$ cat src/rtl/exu_alu_issue_pkg.sv
// -----------------------------------------------------------------------------
// exu_alu_issue_pkg
// Shared definitions for the execute-stage ALU issue block: datapath width,
// ALU op codes, operand masks and the issue FSM state type.
// -----------------------------------------------------------------------------
package exu_alu_issue_pkg;

    localparam int XLEN = 64;

    localparam logic [7:0] ALU_ADD  = 8'd0;
    localparam logic [7:0] ALU_SUB  = 8'd1;
    localparam logic [7:0] ALU_SLT  = 8'd2;
    localparam logic [7:0] ALU_SLTU = 8'd3;
    localparam logic [7:0] ALU_AND  = 8'd4;
    localparam logic [7:0] ALU_OR   = 8'd6;
    localparam logic [7:0] ALU_XOR  = 8'd7;
    localparam logic [7:0] ALU_SLL  = 8'd8;
    localparam logic [7:0] ALU_SRA  = 8'd10;

    localparam logic [XLEN-1:0] SIGN_BIT    = 64'h8000_0000_0000_0000;
    localparam logic [XLEN-1:0] SHAMT_MASK  = 64'd63;
    localparam logic [XLEN-1:0] SHAMTW_MASK = 64'd31;

    typedef enum logic [1:0] {
        IDLE = 2'd0,
        EXEC = 2'd1,
        DONE = 2'd2
    } state_t;

    // Op codes that have an RV64 *W form.
    function automatic logic word_capable(input logic [7:0] mode);
        return (mode == ALU_ADD) || (mode == ALU_SUB) ||
               (mode == ALU_SLL) || (mode == ALU_SRA);
    endfunction

endpackage

$ cat src/rtl/exu_alu_opnd_prep.sv
// -----------------------------------------------------------------------------
// exu_alu_opnd_prep
// Combinational operand conditioning for the external unsigned 64-bit ALU:
// legality check, sign-bias for signed SLT, shift-amount masking and
// sign-extension of A for word arithmetic shifts.
// Ports:
//   i_mode  [7:0]   ALU op code
//   i_word          RV64 *W variant
//   i_a, i_b [63:0] raw operands
//   o_legal         op code / word combination supported
//   o_a, o_b [63:0] conditioned operands for the ALU
// -----------------------------------------------------------------------------
module exu_alu_opnd_prep
    import exu_alu_issue_pkg::*;
(
    input  logic [7:0]      i_mode,
    input  logic            i_word,
    input  logic [XLEN-1:0] i_a,
    input  logic [XLEN-1:0] i_b,
    output logic            o_legal,
    output logic [XLEN-1:0] o_a,
    output logic [XLEN-1:0] o_b
);

    logic w_mode_ok;

    always_comb begin
        case (i_mode)
            ALU_ADD, ALU_SUB, ALU_SLT, ALU_SLTU, ALU_AND,
            ALU_OR, ALU_XOR, ALU_SLL, ALU_SRA: w_mode_ok = 1'b1;
            default:                           w_mode_ok = 1'b0;
        endcase
    end

    assign o_legal = w_mode_ok && (!i_word || word_capable(i_mode));

    always_comb begin
        o_a = i_a;
        o_b = i_b;
        case (i_mode)
            // Flipping the sign bit of both operands maps signed order onto
            // unsigned order, so the ALU's unsigned compare yields signed SLT.
            ALU_SLT: begin
                o_a = i_a ^ SIGN_BIT;
                o_b = i_b ^ SIGN_BIT;
            end
            ALU_SLL: begin
                o_b = i_b & (i_word ? SHAMTW_MASK : SHAMT_MASK);
            end
            ALU_SRA: begin
                o_b = i_b & (i_word ? SHAMTW_MASK : SHAMT_MASK);
                // Word SRA must shift in bit 31, not bit 63.
                if (i_word) begin
                    o_a = {{32{i_a[31]}}, i_a[31:0]};
                end
            end
            default: ;
        endcase
    end

endmodule

$ cat src/rtl/exu_alu_issue.sv
// -----------------------------------------------------------------------------
// exu_alu_issue
// Execute-stage initiator for the combinational 64-bit ALU. Accepts one decoded
// op (valid/ready), drives the ALU for one EXEC cycle from registered operands,
// captures alu_z and presents the result to writeback (valid/ready).
// Throughput 1 op / 2 cycles; out_valid rises the cycle after EXEC.
// Ports:
//   clk, rst_n (async, active low), flush
//   in_valid/in_ready, in_mode[7:0], in_word, in_src1/in_src2[63:0], in_rd
//   alu_mode[7:0], alu_a/alu_b[63:0] -> ALU;  alu_z[63:0] <- ALU
//   out_valid/out_ready, out_result[63:0], out_rd, out_illegal
//   perf_ops[31:0], perf_stall[31:0]
// Build option: EXU_ALU_ISSUE_PERF_EN enables the perf counters; otherwise
// perf_ops/perf_stall are tied to zero.
// -----------------------------------------------------------------------------
module exu_alu_issue
    import exu_alu_issue_pkg::*;
#(
    parameter int RD_W = 5
) (
    input  logic            clk,
    input  logic            rst_n,
    input  logic            flush,
    input  logic            in_valid,
    output logic            in_ready,
    input  logic [7:0]      in_mode,
    input  logic            in_word,
    input  logic [XLEN-1:0] in_src1,
    input  logic [XLEN-1:0] in_src2,
    input  logic [RD_W-1:0] in_rd,
    output logic [7:0]      alu_mode,
    output logic [XLEN-1:0] alu_a,
    output logic [XLEN-1:0] alu_b,
    input  logic [XLEN-1:0] alu_z,
    output logic            out_valid,
    input  logic            out_ready,
    output logic [XLEN-1:0] out_result,
    output logic [RD_W-1:0] out_rd,
    output logic            out_illegal,
    output logic [31:0]     perf_ops,
    output logic [31:0]     perf_stall
);

    state_t          r_state;
    logic [7:0]      r_mode;
    logic            r_word;
    logic [XLEN-1:0] r_a;
    logic [XLEN-1:0] r_b;
    logic [RD_W-1:0] r_rd;
    logic            r_out_valid;
    logic [XLEN-1:0] r_result;
    logic [RD_W-1:0] r_out_rd;
    logic            r_illegal;

    logic            w_legal;
    logic [XLEN-1:0] w_a;
    logic [XLEN-1:0] w_b;
    logic            w_accept;
    logic [XLEN-1:0] w_result;

    exu_alu_opnd_prep u_prep (
        .i_mode  (r_mode),
        .i_word  (r_word),
        .i_a     (r_a),
        .i_b     (r_b),
        .o_legal (w_legal),
        .o_a     (w_a),
        .o_b     (w_b)
    );

    // flush masks in_ready so a same-cycle accept can never win over it.
    assign in_ready = !flush && ((r_state == IDLE) || ((r_state == DONE) && out_ready));
    assign w_accept = in_valid && in_ready;

    // ALU inputs are only non-zero during EXEC of a legal op.
    always_comb begin
        alu_mode = '0;
        alu_a    = '0;
        alu_b    = '0;
        if ((r_state == EXEC) && w_legal) begin
            alu_mode = r_mode;
            alu_a    = w_a;
            alu_b    = w_b;
        end
    end

    assign w_result = r_word ? {{32{alu_z[31]}}, alu_z[31:0]} : alu_z;

    always_ff @(posedge clk or negedge rst_n) begin
        if (!rst_n) begin
            r_state     <= IDLE;
            r_mode      <= '0;
            r_word      <= 1'b0;
            r_a         <= '0;
            r_b         <= '0;
            r_rd        <= '0;
            r_out_valid <= 1'b0;
            r_result    <= '0;
            r_out_rd    <= '0;
            r_illegal   <= 1'b0;
        end else if (flush) begin
            r_state     <= IDLE;
            r_out_valid <= 1'b0;
        end else begin
            // Accept can only happen in IDLE or in DONE with out_ready.
            if (w_accept) begin
                r_mode <= in_mode;
                r_word <= in_word;
                r_a    <= in_src1;
                r_b    <= in_src2;
                r_rd   <= in_rd;
            end
            case (r_state)
                IDLE: begin
                    if (w_accept) r_state <= EXEC;
                end
                EXEC: begin
                    r_state     <= DONE;
                    r_out_valid <= 1'b1;
                    r_result    <= w_legal ? w_result : '0;
                    r_illegal   <= !w_legal;
                    r_out_rd    <= r_rd;
                end
                DONE: begin
                    if (out_ready) begin
                        r_out_valid <= 1'b0;
                        r_state     <= w_accept ? EXEC : IDLE;
                    end
                end
                default: r_state <= IDLE;
            endcase
        end
    end

    assign out_valid   = r_out_valid;
    assign out_result  = r_result;
    assign out_rd      = r_out_rd;
    assign out_illegal = r_illegal;

`ifdef EXU_ALU_ISSUE_PERF_EN
    logic [31:0] r_perf_ops;
    logic [31:0] r_perf_stall;

    always_ff @(posedge clk or negedge rst_n) begin
        if (!rst_n) begin
            r_perf_ops   <= '0;
            r_perf_stall <= '0;
        end else begin
            if (r_out_valid && out_ready)  r_perf_ops   <= r_perf_ops + 32'd1;
            if (r_out_valid && !out_ready) r_perf_stall <= r_perf_stall + 32'd1;
        end
    end

    assign perf_ops   = r_perf_ops;
    assign perf_stall = r_perf_stall;
`else
    assign perf_ops   = '0;
    assign perf_stall = '0;
`endif

endmodule

$ cat config.mk
export PLATFORM = sky130hd
export DESIGN_NAME = exu_alu_issue
export DESIGN_NICKNAME = d
export VERILOG_FILES = /design/src/rtl/exu_alu_issue_pkg.sv /design/src/rtl/exu_alu_opnd_prep.sv /design/src/rtl/exu_alu_issue.sv
export SDC_FILE = /design/constraint.sdc
export NUM_CORES = 1
export LEC_CHECK = 0
export BUFFER_PORTS_ARGS = -buffer_cell sky130_fd_sc_hd__clkbuf_2
export CAP_MARGIN = 5
export CORE_AREA = 2 2 189 191
export CTS_CLUSTER_DIAMETER = 60
export DETAILED_ROUTE_END_ITERATION = 12
export DIE_AREA = 0 0 191 193
export GPL_TIMING_DRIVEN = 0
export HOLD_SLACK_MARGIN = 0.08
export PLACE_DENSITY = 0.62
export REMOVE_ABC_BUFFERS = 1
export SLEW_MARGIN = 0
export SYNTH_ARGS = -nofsm -noshare
export SYNTH_HDL_FRONTEND = slang
export SYNTH_SLANG_ARGS = --single-unit
export TNS_END_PERCENT = 50
$ cat constraint.sdc
create_clock -name clk -period 2.5 [get_ports clk]
set_clock_uncertainty 0.1 [all_clocks]
set_input_delay 0 -clock clk [delete_from_list [all_inputs] [get_ports clk]]
set_output_delay 0 -clock clk [all_outputs]
set_load 0.02 [all_outputs]
==> metrics.txt, run 1 <==
status complete, but fails checks; failing checks negative setup slack; Tightest Hold Check Type in2reg; core box area 34960 sq um; Post-synth ARST share 1.000; Seq/Total Area, Yosys 0.5268; Max Clk Rate ~370 MHz; unrepaired setup endpoints after global routing true; clock tree sinks 215; row count a little under 70; min setup slack post-route -0.2377 ns; CP startpoint kind register; Avg WL per Cell 18.48 microns; Die Width 191 microns; register share of total power 0.417; Worst EP required 2.40 ns; Num CTS Buffers 27; vias in the first global route ~9.6k; Area Overhead vs Synth 69.86%; final wirelength approximately 38000 microns; Ys Warns 0; Sw Ratio 0.3024; Slew Limit Fails 0; DRT Pass-1 Iters 4; PD cells around 600 nW/um^2; CTS Buffer Depth 3; WS Path Type reg2out; CTS tree yes; Max-Cap Viols 0; die height 193 microns; vias 9243; Avg Cell Area, Syn between 10 and 15 sq um; Core Util, Final 0.4962; EDFF count, synth 0; Leak Pwr 8.425 nW; post-synthesis sequential element count 215; Setup violations, final 130; min Tclk post-route 2.738 ns; vias per inst 4.551; GR Overflow Total 0; first-pass GRT wire length 52340 microns; die area 36860 sq um; H-tree depth 1; Root Driver clkbuf_16; Post-Layout Cell Count 2031; share of cells above drive strength 1 0.5064; Final Hold Fails 0; Post-DP HPWL about 20000 microns; initial antenna violation count 3; Residual DRC 0; Max FO, Critical Path 14; power share of the combinational group 0.221; RD Place Congestion about 0.74; Clock Latency Late Sink 0.54 ns; Mapped Cells 901; Net Sw Power 3.153 mW; CP cell instances or4_4, a21oi_4, buf_6, nand3_4, buf_12, buf_16, nor3_1, buf_4; Worst-path clk slew ~0.060 ns; pin count of the biggest net entering global routing 76; fin crit share 1.095; number of distinct library cells after synthesis 42; CP endpoint kind output pin; nets@finish ~1.8k; I/O Pins 483; Int Pwr 7.274 mW; Netlist Area Pre-Place 10210 sq um; CP max stage delay 0.58 ns; WP data arrival between 2 and 3 ns; total track usage 0.1813; clock share of power 0.362; Placed Cells incl. Taps 1723; Rel. slew slack 0.1814; measured slew at the worst slew-check pin 1.228 ns; DR iter-0 viols 307; # port buffers 414; Primary FF master, synth dfrtp_1; Initial Util 0.2921; Slowest-stage cell, CP or4_4; remaining antenna violation count 0; Worst IR Drop VDD between 0.0004 and 0.0005 V
[Yosys cell counts (2+ instances only)]
cell	count	area, sq um
nor3_1	27	135.1
nor2_1	8	30.03
buf_2	26	130.1
a21oi_2	9	78.83
nor2b_1	3	18.77
nand4_1	2	12.51
inv_1	61	229.0
a21oi_1	56	280.3
and2_1	40	250.2
nand2b_1	3	18.77
nor4_2	2	25.02
nor4_4	2	42.54
dfrtp_1	215	5380
clkbuf_1	23	86.33
clkbuf_2	3	15.01
mux2_2	142	1599
nand4_2	2	25.02
buf_4	69	518.0
nand2_1	82	307.8
nor3_2	31	310.3
buf_6	10	112.6
o21ai_0	4	20.02
o21ai_1	31	155.2
a22o_1	32	280.3
[cells in the final DEF, fill, tap and decap left out, types with 31 or more instances in the layout]
| cell type | instances |
|---|---|
| inv_1 | 61 |
| a22o_1 | 32 |
| buf_6 | 37 |
| buf_4 | 66 |
| mux2_2 | 142 |
| conb_1 | 68 |
| o21ai_1 | 31 |
| nand2_1 | 79 |
| dfrtp_1 | 210 |
| clkbuf_2 | 283 |
| dlygate4sd3_1 | 211 |
| nor3_2 | 33 |
| and2_4 | 34 |
| a21oi_1 | 37 |
[registers in the layout (all words and copies together), names as in the netlist]
signal	flops
r_word	1
r_a	64
r_rd	5
out_illegal	1
out_valid	1
r_mode	8
out_result	64
out_rd	5
r_b	64
r_state	2
[stage by stage]
| stage | power, mW | worst slack (ns) | TNS, ns | hold slack [ns] | cell area, sq um |
|---|---|---|---|---|---|
| 5_1_grt | 10.93 | -0.3237 | -26.37 | 0.08573 | 17350 |
| 6_report | 10.43 | -0.2377 | -13.48 | 0.09364 | 17350 |
| 4_1_cts | 10.31 | -0.2003 | -23.71 | 0.08539 | 16740 |
| 3_5_place_dp | 6.027 | -0.9674 | -39.83 | -0.04302 | 12510 |
| 2_1_floorplan | 5.396 | -2.072 | -347.23 | -0.3956 | 9603 |
| 3_3_place_gp | 5.983 | -3.798 | -1489.95 | 0.1180 | 12250 |
[power by group through the flow]
stage          clock network [mW]  registers [mW]  logic, mW
2_1_floorplan                   0            4.37       1.03
3_3_place_gp                    0            4.34       1.65
3_5_place_dp                    0            4.36       1.67
4_1_cts                      3.87            4.31       2.13
5_1_grt                      4.03            4.40       2.50
6_report                     3.77            4.35       2.31
[what timing repair did]
| item | CTS | global route |
|---|---|---|
| hold buffers | 211 | 0 |
| buffers inserted | 27 | 9 |
| gates cloned | 9 | 4 |
| gates resized for setup | 216 | 220 |
| endpoints found under the hold margin | 354 | 0 |
| pin swaps | 21 | 34 |
| setup endpoints to repair | 236 | 244 |
[cell type report]
| type | instances | area (sq um) |
|---|---|---|
| repair buffers | 679 | 5699 |
| clock buffers | 37 | 753.2 |
| fillers | 2979 | 17620 |
| inverters | 62 | 234.0 |
| flip-flops and latches | 215 | 5386 |
| diodes | 2 | 5.005 |
| multi-input cells | 566 | 4598 |
| clock inverters | 9 | 96.34 |
| well taps | 461 | 576.8 |
[layer usage]
metal	track usage	routed length [microns]	up-vias
met5	0	28	-
met1	0.1986	13740	4548
li1	-	-	4216
met3	0.03656	2315	92
met2	0.3395	19990	383
met4	0.07692	1449	4
[cells by family (layout without fill, tap and decap cells)]
| logic type | after synthesis | after routing | synth area share |
|---|---|---|---|
| compound gates | 139 | 139 | 0.08588 |
| buf+inv | 193 | 787 | 0.1072 |
| mux | 143 | 143 | 0.1575 |
| simple gates | 210 | 216 | 0.1223 |
| other cells | 1 | 70 | 0.0003672 |
| flops | 215 | 215 | 0.5268 |
[worst paths after layout]
check,slack [ns],end,startpoint,depth (start not counted)
min,0.09,r_a[0],in_valid,3
min reg2reg,0.37,out_rd[4],r_rd[4],2
min in group asynchronous,0.46,out_result[15],rst_n,3
max in group asynchronous,0.66,r_b[22],rst_n,5
max reg2reg,0.16,r_a[37],r_state[1],6
max,-0.24,alu_b[8],r_mode[6],8
[worst max-delay path: cells and delay by family, from the launching register on]
family	cells	cell delay (ns)
compound gates	1	0.15
flops	1	0.37
simple gates	3	0.89
buf+inv	4	0.67
Note: power is estimated with default switching activity, not from simulation.
==> run 2, diff against run 1 <==
--- a/config.mk
+++ b/config.mk
@@ -7,13 +7,13 @@
 export LEC_CHECK = 0
 export BUFFER_PORTS_ARGS = -buffer_cell sky130_fd_sc_hd__clkbuf_2
 export CAP_MARGIN = 5
-export CORE_AREA = 2 2 189 191
+export CORE_AREA = 4 4 185 187
 export CTS_CLUSTER_DIAMETER = 60
 export DETAILED_ROUTE_END_ITERATION = 12
-export DIE_AREA = 0 0 191 193
+export DIE_AREA = 0 0 189 191
 export GPL_TIMING_DRIVEN = 0
 export HOLD_SLACK_MARGIN = 0.08
-export PLACE_DENSITY = 0.62
+export PLACE_DENSITY = 0.65
 export REMOVE_ABC_BUFFERS = 1
 export SLEW_MARGIN = 0
 export SYNTH_ARGS = -nofsm -noshare
==> constraint.sdc (replaced) <==
create_clock -name clk -period 3.4 [get_ports clk]
set_clock_uncertainty 0.1 [all_clocks]
set_input_delay 0 -clock clk [delete_from_list [all_inputs] [get_ports clk]]
set_output_delay 0 -clock clk [all_outputs]
set_load 0.02 [all_outputs]
==> metrics.txt, run 2 (synthesized netlist as in run 1, its figures left out) <==
register share of total power 0.413 (was 0.417); vias in the first global route 9393 (was 9603); Design Area, Final 15770 sq um (was 17350 sq um); Residual DRC 0 (unchanged); Worst-path clk slew 0.06 ns (about the same); nets@finish 1729 (was 1762); # port buffers 414 (unchanged); GR Overflow Total 0 (unchanged); CP cell instances or4_4, a21oi_4, nand3_4, nor3_1, clkbuf_2 (was or4_4, a21oi_4, buf_6, nand3_4, buf_12, buf_16, nor3_1, buf_4); unrepaired setup endpoints after global routing true (unchanged); CTS Buffer Depth 3 (unchanged); Int Pwr 5.525 mW (was 7.274 mW); Clock Latency Late Sink 0.53 ns (was 0.54 ns); pin count of the biggest net entering global routing 76 (unchanged); fill count 2824 (was 2979); Slowest-stage cell, CP nand3_4 (was or4_4); Die Width 189 microns (was 191 microns); Worst EP required 3.30 ns (was 2.40 ns); Setup violations, final 0 (was 130); Root Driver clkbuf_16 (unchanged); DR iter-0 viols 301 (was 307); clock tree sinks 215 (unchanged); most common cell after layout, fill and taps aside clkbuf_2 (unchanged); WP data arrival 3.22 ns (was 2.64 ns); fin crit share 0.9773; WS Path Type reg2out (unchanged); cell class contributing the biggest share of worst-path delay simple AND/OR/NAND/NOR gates (unchanged); measured slew at the worst slew-check pin 1.217 ns (was 1.228 ns); Max-Cap Viols 0 (unchanged); Post-DP HPWL 20490 microns (was 20120 microns); Sw Ratio 0.2813 (was 0.3024); Worst IR Drop VDD 0.0003235 V (was 0.0004706 V); final wirelength 32800 microns (was 37530 microns); Max FO, Critical Path 57 (was 14); power share of the combinational group 0.195 (was 0.221); CP startpoint kind register (unchanged); core box area 32450 sq um (was 34960 sq um); min Tclk post-route 3.323 ns; CP endpoint kind output pin (unchanged); CTS tree yes (unchanged); share of cells above drive strength 1 0.4408 (was 0.5064); Area Overhead vs Synth 54.35% (was 69.86%); row count 66 (was 69); setup TNS 0 ns (was -13.48 ns); initial antenna violation count 1 (was 3); DRT Pass-1 Iters 5 (was 4); Avg WL per Cell 16.55 microns (was 18.48 microns); first-pass GRT wire length 50270 microns (was 52340 microns); Slew Limit Fails 0 (unchanged); Initial Util 0.3147 (was 0.2921); I/O Pins 483 (unchanged); PD cells 487.6 nW/um^2 (was 601.0 nW/um^2); vias per inst 4.475 (was 4.551); Leak Pwr 7.877 nW (was 8.425 nW); H-tree depth 1 (unchanged); RD Place Congestion 0.7772 (was 0.7384); die height 191 microns (was 193 microns); dpl ws 0.2129 ns (was -0.9674 ns); CP max stage delay 0.66 ns (was 0.58 ns); placed cell area 12470 sq um (was 12510 sq um); vias 8870 (was 9243); Max Clk Rate 300.9 MHz; Rel. slew slack 0.1887 (was 0.1814); Net Sw Power 2.162 mW (was 3.153 mW); Num CTS Buffers 27 (unchanged); min setup slack post-route 0.07717 ns (was -0.2377 ns); remaining antenna violation count 0 (unchanged); most frequent cells in the layout 413 x clkbuf_2, 222 x dlygate4sd3_1, 215 x dfrtp_1 (was 283 x clkbuf_2, 211 x dlygate4sd3_1, 210 x dfrtp_1); Tightest Hold Check Type in2reg (unchanged); Final Hold Fails 0 (unchanged); total track usage 0.1695 (was 0.1813); critical path buffer and inverter count 1 (was 4); die area 36100 sq um (was 36860 sq um); status completed (was complete, but fails checks); clock share of power 0.392 (was 0.362)
-- run 2: cell types whose count changed in the layout (fill, tap and decap cells not counted), sizes merged --
| cell | delta |
|---|---|
| clkinvlp | +1 |
| bufinv | +2 |
| nor4 | +1 |
| nand4 | -1 |
| buf | -138 |
| nand2 | -3 |
| dlygate4sd3 | +11 |
| or2 | -1 |
| clkinv | +3 |
| inv | -2 |
| clkbuf | +97 |
-- run 2: through the flow --
stage,hold slack [ns],power (mW),cells,utilization
after detailed placement,-0.03052,4.428,1702,0.3841
after floorplan,-0.3956,3.968,837,-
after CTS,0.1074,7.717,1974,0.4836
after global routing,0.1211,8.072,1981,0.4857
after global placement,0.1187,4.396,1693,0.3768
final,0.1361,7.687,1982,0.4858
-- run 2: layout make-up --
| type | count | area, sq um | share of cell area |
|---|---|---|---|
| diodes | 2 | 5.005 | 0.0003175 |
| clock buffers | 36 | 789.5 | 0.05008 |
| clock inverters | 13 | 166.4 | 0.01056 |
| inverters | 62 | 232.7 | 0.01476 |
| multi-input cells | 562 | 4088 | 0.2593 |
| flip-flops and latches | 215 | 5380 | 0.3413 |
| well taps | 442 | 553.0 | 0.03508 |
| repair buffers | 650 | 4551 | 0.2887 |
-- run 2: what timing repair did --
action / CTS / global route
hold buffers: 223 / 0
gates resized for setup: 3 / 3
setup buffers: 0 / 4
gates cloned: 0 / 2
endpoints found under the setup margin: 34 / 67
pin swaps: 0 / 4
endpoints found under the hold margin: 362 / 0
-- run 2: per-layer routing --
layer	wire [microns]	GRT usage	up-vias
li1	-	-	4147
met1	12010	0.1882	4284
met3	2344	0.04182	81
met2	17310	0.3158	358
met4	1128	0.05830	0
met5	0	0	-
-- run 2: final timing paths --
path,cells after the start,slack [ns],from,end
max in group asynchronous,5,1.96,rst_n,r_b[12]
max,5,0.08,r_mode[7],alu_b[25]
max reg2reg,6,0.65,r_state[0],out_result[7]
min in group asynchronous,4,0.55,rst_n,out_result[5]
min reg2reg,2,0.36,r_rd[2],out_rd[2]
min,3,0.14,in_src1[57],r_a[57]
-- run 2: power by group through the flow --
stage          registers [mW]  logic, mW  clock network, mW
2_1_floorplan            3.21      0.758                  0
3_3_place_gp             3.18       1.22                  0
3_5_place_dp             3.20       1.23                  0
4_1_cts                  3.16       1.47               3.09
5_1_grt                  3.23       1.63               3.21
6_report                 3.17       1.50               3.02
-- run 2: tightest hold or removal path: stages --
cell           delay, ns
dlygate4sd3_1       0.52
clkbuf_2            0.09
mux2_2              0.13
==> run 3, diff against run 2 <==
--- a/config.mk
+++ b/config.mk
@@ -5,7 +5,7 @@
 export SDC_FILE = /design/constraint.sdc
 export NUM_CORES = 1
 export LEC_CHECK = 0
-export BUFFER_PORTS_ARGS = -buffer_cell sky130_fd_sc_hd__clkbuf_2
+export BUFFER_PORTS_ARGS = -buffer_cell sky130_fd_sc_hd__buf_2
 export CAP_MARGIN = 5
 export CORE_AREA = 4 4 185 187
 export CTS_CLUSTER_DIAMETER = 60
==> constraint.sdc (replaced) <==
create_clock -name clk -period 3.5 [get_ports clk]
set_clock_uncertainty 0.1 [all_clocks]
set_input_delay 0 -clock clk [delete_from_list [all_inputs] [get_ports clk]]
set_output_delay 0 -clock clk [all_outputs]
set_load 0.02 [all_outputs]
==> metrics.txt, run 3 (synthesized netlist as in run 1, its figures left out) <==
most frequent cells in the layout 413 x buf_2, 242 x dlygate4sd3_1, 215 x dfrtp_1 (was 413 x clkbuf_2, 222 x dlygate4sd3_1, 215 x dfrtp_1); DR iter-0 viols 299 (was 301); Max Clk Rate 310.1 MHz; PD cells 459.1 nW/um^2 (was 487.6 nW/um^2); Int Pwr 5.178 mW (was 5.525 mW); pin count of the biggest net entering global routing 118 (was 76); hold path start alu_z[24] (was in_src1[57]); power share of the combinational group 0.207 (was 0.195); H-tree depth 1 (unchanged); Area Overhead vs Synth 54.60% (was 54.35%); total track usage 0.1704 (was 0.1695); CP max stage delay 0.82 ns (was 0.66 ns); final wirelength 32990 microns (was 32800 microns); Setup violations, final 0 (unchanged); # port buffers 414 (unchanged); setup TNS 0 ns (unchanged); RD Place Congestion 0.7674 (was 0.7772); first-pass GRT wire length 50690 microns (was 50270 microns); GR Overflow Total 0 (unchanged); Worst EP required 3.40 ns (was 3.30 ns); remaining antenna violation count 0 (unchanged); Slowest-stage cell, CP nor4_4 (was nand3_4); GR Layer Usage met1 0.1873 (was 0.1882); I/O Pins 483 (unchanged); crit path to alu_a[11] (was alu_b[25]); Final Hold Fails 0 (unchanged); clock share of power 0.367 (was 0.392); Avg WL per Cell 16.55 microns (about the same); reg2reg path depth 6 (unchanged); die height 191 microns (unchanged); most common cell after layout, fill and taps aside buf_2 (was clkbuf_2); vias in the first global route 9527 (was 9393); Die Width 189 microns (unchanged); WS Path Type reg2out (unchanged); CP cell instances nor4_4, nand2_2, nor4_4, buf_8, and2_1, buf_2 (was or4_4, a21oi_4, nand3_4, nor3_1, clkbuf_2); core box area 32450 sq um (unchanged); Post-DP HPWL 20550 microns (was 20490 microns); fin crit share 0.9214; Crit Reg-Reg Startpoint r_state[0] (unchanged); Sw Ratio 0.2858 (was 0.2813); CP endpoint kind output pin (unchanged); share of cells above drive strength 1 0.4285 (was 0.4408); min Tclk post-route between 3 and 4 ns; clock tree sinks 215 (unchanged); register-to-register setup slack 0.76 ns (was 0.65 ns); reg2reg end out_result[27] (was out_result[7]); measured slew at the worst slew-check pin 1.192 ns (was 1.217 ns); Max FO, Critical Path 22 (was 57); status completed (unchanged); Tightest Hold Check Type in2reg (unchanged); Residual DRC 0 (unchanged); CP startpoint kind register (unchanged); Net Sw Power 2.072 mW (was 2.162 mW); vias 8976 (was 8870); Num CTS Buffers 27 (unchanged); Root Driver clkbuf_16 (unchanged); Rel. slew slack 0.2051 (was 0.1887); CTS Buffer Depth 3 (unchanged); # diodes 0 (was 2); initial antenna violation count 0 (was 1); M2 GR Usage 0.3224 (was 0.3158); Max-Cap Viols 0 (unchanged); die area 36100 sq um (unchanged); unrepaired setup endpoints after global routing false (was true); Slew Limit Fails 0 (unchanged); nets@finish 1743 (was 1729); number of post-CTS setup repair buffers 0 (unchanged); CTS tree yes (unchanged); gr busiest metal met2 (unchanged); Critical Path Source r_mode[7] (unchanged); DRT Pass-1 Iters 5 (unchanged); WP data arrival 3.12 ns (was 3.22 ns); vias per inst 4.502 (was 4.475); Clock Latency Late Sink 0.53 ns (about the same); row count 66 (unchanged); Core Util, Final 0.4865 (was 0.4858); CP most frequent cell nor4_4; register share of total power 0.426 (was 0.413); Initial Util 0.3147 (unchanged); Worst IR Drop VDD 0.0003981 V (was 0.0003235 V); grt met3 use 0.03963 (was 0.04182); Leak Pwr 8.019 nW (was 7.877 nW); Worst-path clk slew 0.06 ns (about the same)
run 3: metrics by stage:
stage	power, mW	setup slack, ns	hold WS [ns]	std cells	area [sq um]
2_1_floorplan	3.854	-1.072	-0.3956	837	9603
3_3_place_gp	4.267	-2.732	0.1190	1693	12230
3_5_place_dp	4.298	0.3419	0.05646	1702	12470
4_1_cts	7.307	0.1654	0.08417	1993	15770
5_1_grt	7.626	0.02030	0.1154	1994	15790
6_report	7.249	0.2752	0.1269	1994	15790
run 3: worst min path at each step:
stage / end / slack (ns) / depth (start not counted)
floorplan: out_illegal / -0.40 / 0
detailed placement: r_a[16] / 0.06 / 1
finish: out_result[24] / 0.13 / 3
global placement: out_result[19] / 0.12 / 2
global route: r_b[19] / 0.12 / 3
CTS: out_result[4] / 0.08 / 3
run 3: worst max-delay path, delay by kind of cell (launching register included):
| kind | cells | cell delay (ns) |
|---|---|---|
| and+or+nand+nor | 4 | 1.75 |
| DFF | 1 | 0.43 |
| buffers and inverters | 2 | 0.42 |
run 3: power by group through the flow:
stage,sequential (mW),clock (mW),combinational (mW)
3_5_place_dp,3.11,0,1.19
2_1_floorplan,3.12,0,0.737
3_3_place_gp,3.08,0,1.18
4_1_cts,3.07,2.76,1.48
5_1_grt,3.13,2.86,1.64
6_report,3.09,2.66,1.50
run 3: cell type report:
class / count / area (sq um)
clock buffers: 41 / 798.3
multi-input cells: 561 / 4070
inverters: 62 / 232.7
flip-flops and latches: 215 / 5380
well taps: 442 / 553.0
clock inverters: 8 / 61.31
fillers: 2827 / 16660
repair buffers: 665 / 4695
run 3: metal layers:
metal | wire length (microns) | share of wire | vias to the layer above
li1 | - | - | 4174
met1 | 12050 | 0.37 | 4351
met2 | 17430 | 0.53 | 371
met3 | 2387 | 0.072 | 80
met4 | 1128 | 0.034 | 0
met5 | 0 | 0 | -
run 3: what timing repair did:
action                     4_1_cts  5_1_grt
pin swaps                        0        1
gates cloned                     0        1
setup endpoints to repair       27       22
hold endpoints to repair       331        0
gates resized for setup          2        3
hold buffers                   242        0
